--- src/rtl/alu_pkg.sv ---
// Shared types for the ALU result stage: state encoding, per-entry flag record and flag derivation.
// Optional ALU_RESULT_PARITY_EN adds a parity bit to the flag record.
package alu_pkg;

  localparam int unsigned STATE_W     = 2;
  localparam int unsigned FLAG_WORD_W = 64;

  typedef enum logic [STATE_W-1:0] {
    ST_EMPTY = 2'd0,
    ST_ONE   = 2'd1,
    ST_FULL  = 2'd2
  } state_e;

  typedef struct packed {
    logic zero;
    logic neg;
`ifdef ALU_RESULT_PARITY_EN
    logic parity;
`endif
  } flags_t;

  // Word is zero-extended by the caller, so zero/parity see only the live bits.
  function automatic flags_t calc_flags(input logic [FLAG_WORD_W-1:0] word,
                                        input int unsigned            width);
    flags_t f;
    f      = '0;
    f.zero = (word == '0);
    f.neg  = word[6'(width - 1)];
`ifdef ALU_RESULT_PARITY_EN
    f.parity = ^word;
`endif
    return f;
  endfunction

endpackage

--- src/rtl/alu_result_stage_if.sv ---
// Result handshake bundle between the mux bank, the result stage and its consumer.
// Optional ALU_RESULT_PARITY_EN adds out_parity.
interface alu_result_stage_if #(
  parameter int unsigned WIDTH = 8
);

  logic             in_valid;
  logic             in_ready;
  logic [WIDTH-1:0] in_data;
  logic             in_carry;
  logic             out_valid;
  logic             out_ready;
  logic [WIDTH-1:0] out_data;
  logic             out_zero;
  logic             out_neg;
  logic             out_carry;
`ifdef ALU_RESULT_PARITY_EN
  logic             out_parity;
`endif

  // Environment side: produces results upstream and consumes them downstream.
  modport master (
    output in_valid, in_data, in_carry, out_ready,
    input  in_ready, out_valid, out_data, out_zero, out_neg, out_carry
`ifdef ALU_RESULT_PARITY_EN
    , input out_parity
`endif
  );

  modport slave (
    input  in_valid, in_data, in_carry, out_ready,
    output in_ready, out_valid, out_data, out_zero, out_neg, out_carry
`ifdef ALU_RESULT_PARITY_EN
    , output out_parity
`endif
  );

endinterface

--- src/rtl/alu_flag_gen.sv ---
// Combinational status-flag derivation for a result word (zero, negative, optional parity).
// Optional ALU_RESULT_PARITY_EN adds parity_c.
module alu_flag_gen
  import alu_pkg::*;
#(
  parameter int unsigned WIDTH = 8
) (
  input  logic [WIDTH-1:0] data,
  output logic             zero_c,
  output logic             neg_c
`ifdef ALU_RESULT_PARITY_EN
  ,
  output logic             parity_c
`endif
);

  flags_t flags_c;

  assign flags_c = calc_flags(FLAG_WORD_W'(data), WIDTH);
  assign zero_c  = flags_c.zero;
  assign neg_c   = flags_c.neg;
`ifdef ALU_RESULT_PARITY_EN
  assign parity_c = flags_c.parity;
`endif

endmodule

--- src/rtl/alu_result_stage.sv ---
// Registered ALU result stage: 2-entry skid buffer with capture-time flags and a saturating delivery counter.
// Optional ALU_RESULT_PARITY_EN adds out_parity stored per entry.
module alu_result_stage
  import alu_pkg::*;
#(
  parameter int unsigned WIDTH = 8,
  parameter int unsigned CNT_W = 16
) (
  input  logic               clk,
  input  logic               rst_n,
  alu_result_stage_if.slave  bus,
  input  logic               cnt_clr,
  output logic [CNT_W-1:0]   result_cnt
);

  typedef struct packed {
    logic [WIDTH-1:0] data;
    logic             carry;
    flags_t           flags;
  } entry_t;

  state_e             state_q, state_d;
  entry_t             main_q, main_d;
  entry_t             skid_q, skid_d;
  logic               in_ready_q, in_ready_d;
  logic               out_valid_q, out_valid_d;
  logic [CNT_W-1:0]   cnt_q, cnt_d;

  logic               accept_c;
  logic               deliver_c;
  entry_t             in_entry_c;
  logic               in_zero_c;
  logic               in_neg_c;
`ifdef ALU_RESULT_PARITY_EN
  logic               in_parity_c;
`endif

  // Flags are resolved on the input side so the output path is a bare register.
  alu_flag_gen #(
    .WIDTH (WIDTH)
  ) u_flag_gen (
    .data     (bus.in_data),
    .zero_c   (in_zero_c),
    .neg_c    (in_neg_c)
`ifdef ALU_RESULT_PARITY_EN
    ,
    .parity_c (in_parity_c)
`endif
  );

  always_comb begin
    in_entry_c            = '0;
    in_entry_c.data       = bus.in_data;
    in_entry_c.carry      = bus.in_carry;
    in_entry_c.flags.zero = in_zero_c;
    in_entry_c.flags.neg  = in_neg_c;
`ifdef ALU_RESULT_PARITY_EN
    in_entry_c.flags.parity = in_parity_c;
`endif
  end

  assign accept_c  = bus.in_valid && in_ready_q;
  assign deliver_c = out_valid_q && bus.out_ready;

  // Next-state, storage steering and registered handshake outputs.
  always_comb begin
    state_d     = state_q;
    main_d      = main_q;
    skid_d      = skid_q;
    in_ready_d  = in_ready_q;
    out_valid_d = out_valid_q;

    unique case (state_q)
      ST_EMPTY: begin
        if (accept_c) begin
          main_d  = in_entry_c;
          state_d = ST_ONE;
        end
      end
      ST_ONE: begin
        if (accept_c && !deliver_c) begin
          skid_d  = in_entry_c;
          state_d = ST_FULL;
        end else if (accept_c && deliver_c) begin
          main_d  = in_entry_c;
        end else if (deliver_c) begin
          state_d = ST_EMPTY;
        end
      end
      ST_FULL: begin
        if (deliver_c) begin
          main_d  = skid_q;
          state_d = ST_ONE;
        end
      end
      default: state_d = ST_EMPTY;
    endcase

    in_ready_d  = (state_d != ST_FULL);
    out_valid_d = (state_d != ST_EMPTY);
  end

  // Clear wins over a same-cycle delivery; count sticks at all-ones.
  always_comb begin
    cnt_d = cnt_q;
    if (cnt_clr) begin
      cnt_d = '0;
    end else if (deliver_c && (cnt_q != {CNT_W{1'b1}})) begin
      cnt_d = cnt_q + CNT_W'(1);
    end
  end

  always_ff @(posedge clk or negedge rst_n) begin
    if (!rst_n) begin
      state_q     <= ST_EMPTY;
      main_q      <= '0;
      skid_q      <= '0;
      in_ready_q  <= 1'b1;
      out_valid_q <= 1'b0;
      cnt_q       <= '0;
    end else begin
      state_q     <= state_d;
      main_q      <= main_d;
      skid_q      <= skid_d;
      in_ready_q  <= in_ready_d;
      out_valid_q <= out_valid_d;
      cnt_q       <= cnt_d;
    end
  end

  assign bus.in_ready  = in_ready_q;
  assign bus.out_valid = out_valid_q;
  assign bus.out_data  = main_q.data;
  assign bus.out_carry = main_q.carry;
  assign bus.out_zero  = main_q.flags.zero;
  assign bus.out_neg   = main_q.flags.neg;
`ifdef ALU_RESULT_PARITY_EN
  assign bus.out_parity = main_q.flags.parity;
`endif
  assign result_cnt    = cnt_q;

endmodule

--- src/flat_wrapper.sv ---
// flat-port wrapper written by rule: the top's interface ports become plain ports
module alu_result_stage_flat import alu_pkg::*;
#(
  parameter int unsigned WIDTH = 8,
  parameter int unsigned CNT_W = 16
)
  (clk, rst_n, cnt_clr, result_cnt, bus_in_valid, bus_in_data, bus_in_carry, bus_out_ready, bus_in_ready, bus_out_valid, bus_out_data, bus_out_zero, bus_out_neg, bus_out_carry);
  alu_result_stage_if #(.WIDTH(WIDTH)) bus_i ();
  input  logic clk;
  input  logic rst_n;
  input  logic cnt_clr;
  output logic [CNT_W-1:0] result_cnt;
  input wire logic [$bits(bus_i.in_valid)-1:0] bus_in_valid;
  input wire logic [$bits(bus_i.in_data)-1:0] bus_in_data;
  input wire logic [$bits(bus_i.in_carry)-1:0] bus_in_carry;
  input wire logic [$bits(bus_i.out_ready)-1:0] bus_out_ready;
  output wire logic [$bits(bus_i.in_ready)-1:0] bus_in_ready;
  output wire logic [$bits(bus_i.out_valid)-1:0] bus_out_valid;
  output wire logic [$bits(bus_i.out_data)-1:0] bus_out_data;
  output wire logic [$bits(bus_i.out_zero)-1:0] bus_out_zero;
  output wire logic [$bits(bus_i.out_neg)-1:0] bus_out_neg;
  output wire logic [$bits(bus_i.out_carry)-1:0] bus_out_carry;
  assign bus_i.in_valid = bus_in_valid;
  assign bus_i.in_data = bus_in_data;
  assign bus_i.in_carry = bus_in_carry;
  assign bus_i.out_ready = bus_out_ready;
  assign bus_in_ready = bus_i.in_ready;
  assign bus_out_valid = bus_i.out_valid;
  assign bus_out_data = bus_i.out_data;
  assign bus_out_zero = bus_i.out_zero;
  assign bus_out_neg = bus_i.out_neg;
  assign bus_out_carry = bus_i.out_carry;
  alu_result_stage #(.WIDTH(WIDTH), .CNT_W(CNT_W)) u_core (.clk(clk), .rst_n(rst_n), .bus(bus_i), .cnt_clr(cnt_clr), .result_cnt(result_cnt));
endmodule
--- config.mk ---
export PLATFORM = sky130hd
export DESIGN_NAME = alu_result_stage_flat
export DESIGN_NICKNAME = d
export VERILOG_FILES = /design/src/rtl/alu_pkg.sv /design/src/rtl/alu_result_stage_if.sv /design/src/rtl/alu_flag_gen.sv /design/src/rtl/alu_result_stage.sv /design/src/flat_wrapper.sv
export SDC_FILE = /design/constraint.sdc
export NUM_CORES = 1
export LEC_CHECK = 0
export CORE_UTILIZATION = 32
export DETAILED_ROUTE_END_ITERATION = 8
export HOLD_SLACK_MARGIN = 0.02
export SYNTH_ARGS = -nofsm -noshare
export SYNTH_HDL_FRONTEND = slang
export SYNTH_SLANG_ARGS = --single-unit
--- constraint.sdc ---
create_clock -name clk -period 4.3 [get_ports clk]
set_input_delay 0.645 -clock clk [delete_from_list [all_inputs] [get_ports clk]]
set_output_delay 0.645 -clock clk [all_outputs]
set_load 0.02 [all_outputs]
==> results.py <==
metrics = {
    "status": {
        "status": "finished, final reports clean",
    },
    "routing": {
        "wl_per_cell_um": 14.3,
        "drc": 0,
        "viasPerCell": 5.29,
        "firstDrtPassIters": 4,
        "finalWirelength_mm": 4.12,
        "ant_nets": 0,
        "vias": 1524,
        "drt_iter0_drc": 60,
    },
    "placement": {
        "hpwl_mm": 2.74,
        "routabilityCongestion": 0.773,
        "io_buffers": 42,
    },
    "floorplanning": {
        "ios": 43,
        "start_util_pct": 33.3,
        "die_h_um": 80.8,
        "core_area_um2": 5960,
        "die-width_um": 80.8,
        "rows": 28,
        "die_area_um2": 6520,
    },
    "sta": {
        "min_period_ns": 2.15,
        "setup_viol": 0,
        "max_slew.worst_pin.slew_ns": 0.909,
        "holdWs_ns": 0.477,
        "tns_ns": 0,
        "rsz0062_at_grt": "false",
        "drv_slew": 0,
        "finalHoldViolations": 0,
        "fin_crit_sh_pct": 49.9,
        "clock.fmax_mhz": 466,
        "maxSlewHeadroom_pct": 39.4,
        "skew_ns": 0.00438,
    },
    "grt": {
        "use_met1_pct": 18.4,
        "grt_first_pass_wirelength_mm": 6.87,
        "grt_antenna_before_repair": 0,
        "grt_max_degree": 41,
        "grt_util_met2_pct": 21.5,
        "grt-ovfl-total": 0,
        "grt_use_met3_pct": 3.60,
        "grt_use_total_pct": 13.9,
        "grt_pass1_vias": 1435,
        "globalRoute.busiestLayer": "met2",
    },
    "synthesis": {
        "avgSynthCellArea_um2": 11.6,
        "synth.cell_area_um2": 1990,
        "ys_async_sr_fraction_pct": 100,
        "syn_nets": 186,
        "seq_area_frac_synth_pct": 50.5,
        "yosysUniqueCellTypes": 36,
        "ys_seq_elements": 40,
        "ys.flop_type": "dfrtp_1",
        "synth_edf_count": 0,
        "ys.warnings.count": 0,
        "synthCells": 171,
    },
    "hold_path": {
        "hold_path.class": "in2async",
    },
    "power_and_ir_drop": {
        "p_per_area_nw_per_um2": 551,
        "p_leak_nw": 0.999,
        "ir_worst_vdd_uv": 342,
    },
    "setup_path": {
        "crit_type": "in2reg",
        "endpoint_kind": "register",
        "cp.required_ns": 4.48,
        "cp.arrival_ns": 2.33,
        "critical_path.max_fanout": 10,
        "reg2reg_to": "u_core.result_cnt[8]",
        "reg2reg_from": "u_core.result_cnt[0]",
        "ff2ff_path_depth": 5,
        "rrSetupSlack_ns": 2.26,
        "cp-start-kind": "input pin",
    },
    "clocking": {
        "cts_buffer_depth": 2,
        "clk_latency_ns": 0.29,
        "cts_tree": "yes",
        "cts_root_buf": "clkbuf_8",
        "cts_setup_buffers": 0,
        "htree_num_levels": 2,
        "numCtsBuffers": 5,
        "cts_resized": 0,
        "path_clk_slew_ns": 0.08,
        "cts_sinks": 40,
        "cts_hold_buf": 0,
    },
    "job": {
        "maxCapViolations": 0,
    },
    "cells_and_area": {
        "layout-drive-gt1-share_pct": 20.7,
        "final_nets": 227,
        "area_growth_pct": 29.2,
        "n_antenna_cell": 0,
        "fin_util_pct": 43.1,
    },
}
## placed cells by master, fill, tap and decap left out, drive strengths merged, types with 4 or more instances in the layout
cell type      Yosys  routed
or4                9       9
and4               4       4
inv                4       4
a21oi             16      16
clkbuf             3       6
mux2              31      31
clkdlybuf4s50      0      41
nand3              8       8
o21ai              8       8
o31ai              6       6
nand2              4       4
dfrtp             39      39
or3                7       7
## sequential cells by signal, indices dropped and copies added, names as in the netlist
name / flops
u_core.state_q: 2
u_core.bus.in_ready: 1
u_core.bus.out_data: 7
u_core.skid_q: 10
u_core.bus.out_zero: 1
u_core.result_cnt: 16
u_core.bus.out_neg: 1
u_core.bus.out_valid: 1
u_core.bus.out_carry: 1
## how the worst max path moves through the flow
stage                             start  slack (ns)                endpoint  depth (start not counted)
after global placement    bus_out_ready        1.83  u_core.bus.out_data[0]                          5
after floorplan           bus_out_ready        2.42    u_core.bus.out_carry                          5
final                     bus_out_ready        2.15  u_core.bus.out_data[5]                          5
after global routing      bus_out_ready        2.00        u_core.skid_q[1]                          4
after detailed placement  bus_out_ready        1.83  u_core.bus.out_data[5]                          5
after CTS                 bus_out_ready        2.15  u_core.bus.out_data[5]                          5
## power breakdown
group	internal [mW]	leakage (nW)	switching [mW]
registers	0.492	0.511	0.0726
logic	0.299	0.432	0.242
clock network	0.172	0.0552	0.134
## layout make-up
type | instances | area (um^2)
clock buffer | 6 | 72.6
multi-input combinational | 119 | 931
tap | 75 | 93.8
inverter | 4 | 15.0
sequential | 40 | 1000
clock inverter | 2 | 35.0
timing repair buffer | 42 | 415
fill | 588 | 3390
## stage by stage
| stage | setup WS, ns | instance area, um^2 | total power [mW] | instances |
|---|---|---|---|---|
| 2_1_floorplan | 2.42 | 1990 | 0.930 | 171 |
| 3_3_place_gp | 1.83 | 2460 | 1.11 | 280 |
| 3_5_place_dp | 1.83 | 2460 | 1.12 | 280 |
| 4_1_cts | 2.15 | 2560 | 1.43 | 288 |
| 5_1_grt | 2.00 | 2560 | 1.50 | 288 |
| 6_report | 2.15 | 2560 | 1.41 | 288 |
## synth_stat cells, types with 2 or more instances
cell type	number	area, um^2
o21ai_0	8	40.0
or4_1	9	67.6
or3_1	7	43.8
a21oi_1	15	75.1
nor2_1	2	7.51
mux2_2	31	349
and2_1	3	18.8
nand3_1	8	40.0
and4_1	4	35.0
clkbuf_1	3	11.3
and3_1	2	12.5
nand2_1	4	15.0
nand3b_1	2	15.0
inv_1	4	15.0
dfrtp_1	39	976
buf_2	3	15.0
nand4_1	3	18.8
o31ai_1	6	45.0
## worst max-delay path, cell delays in order
cell and delay (ns):
clkdlybuf4s50_1 0.42, and2_1 0.25, a21oi_2 0.27, a2bb2oi_4 0.35, mux2_2 0.38
## cells by family after synthesis
group | count (synthesis) | share of synthesized area (%)
simple gates | 50 | 16.4
flops | 40 | 50.5
compound gates | 37 | 12.2
mux | 31 | 17.6
buf+inv | 12 | 2.65
fa+ha+maj | 1 | 0.630
## per-layer routing
layer	routed length, um	part of all wire [%]
met1	2000	48
met2	1830	44
met3	217	5.3
met4	76	1.8
met5	0	0
Power figures use the tool's default switching activity.
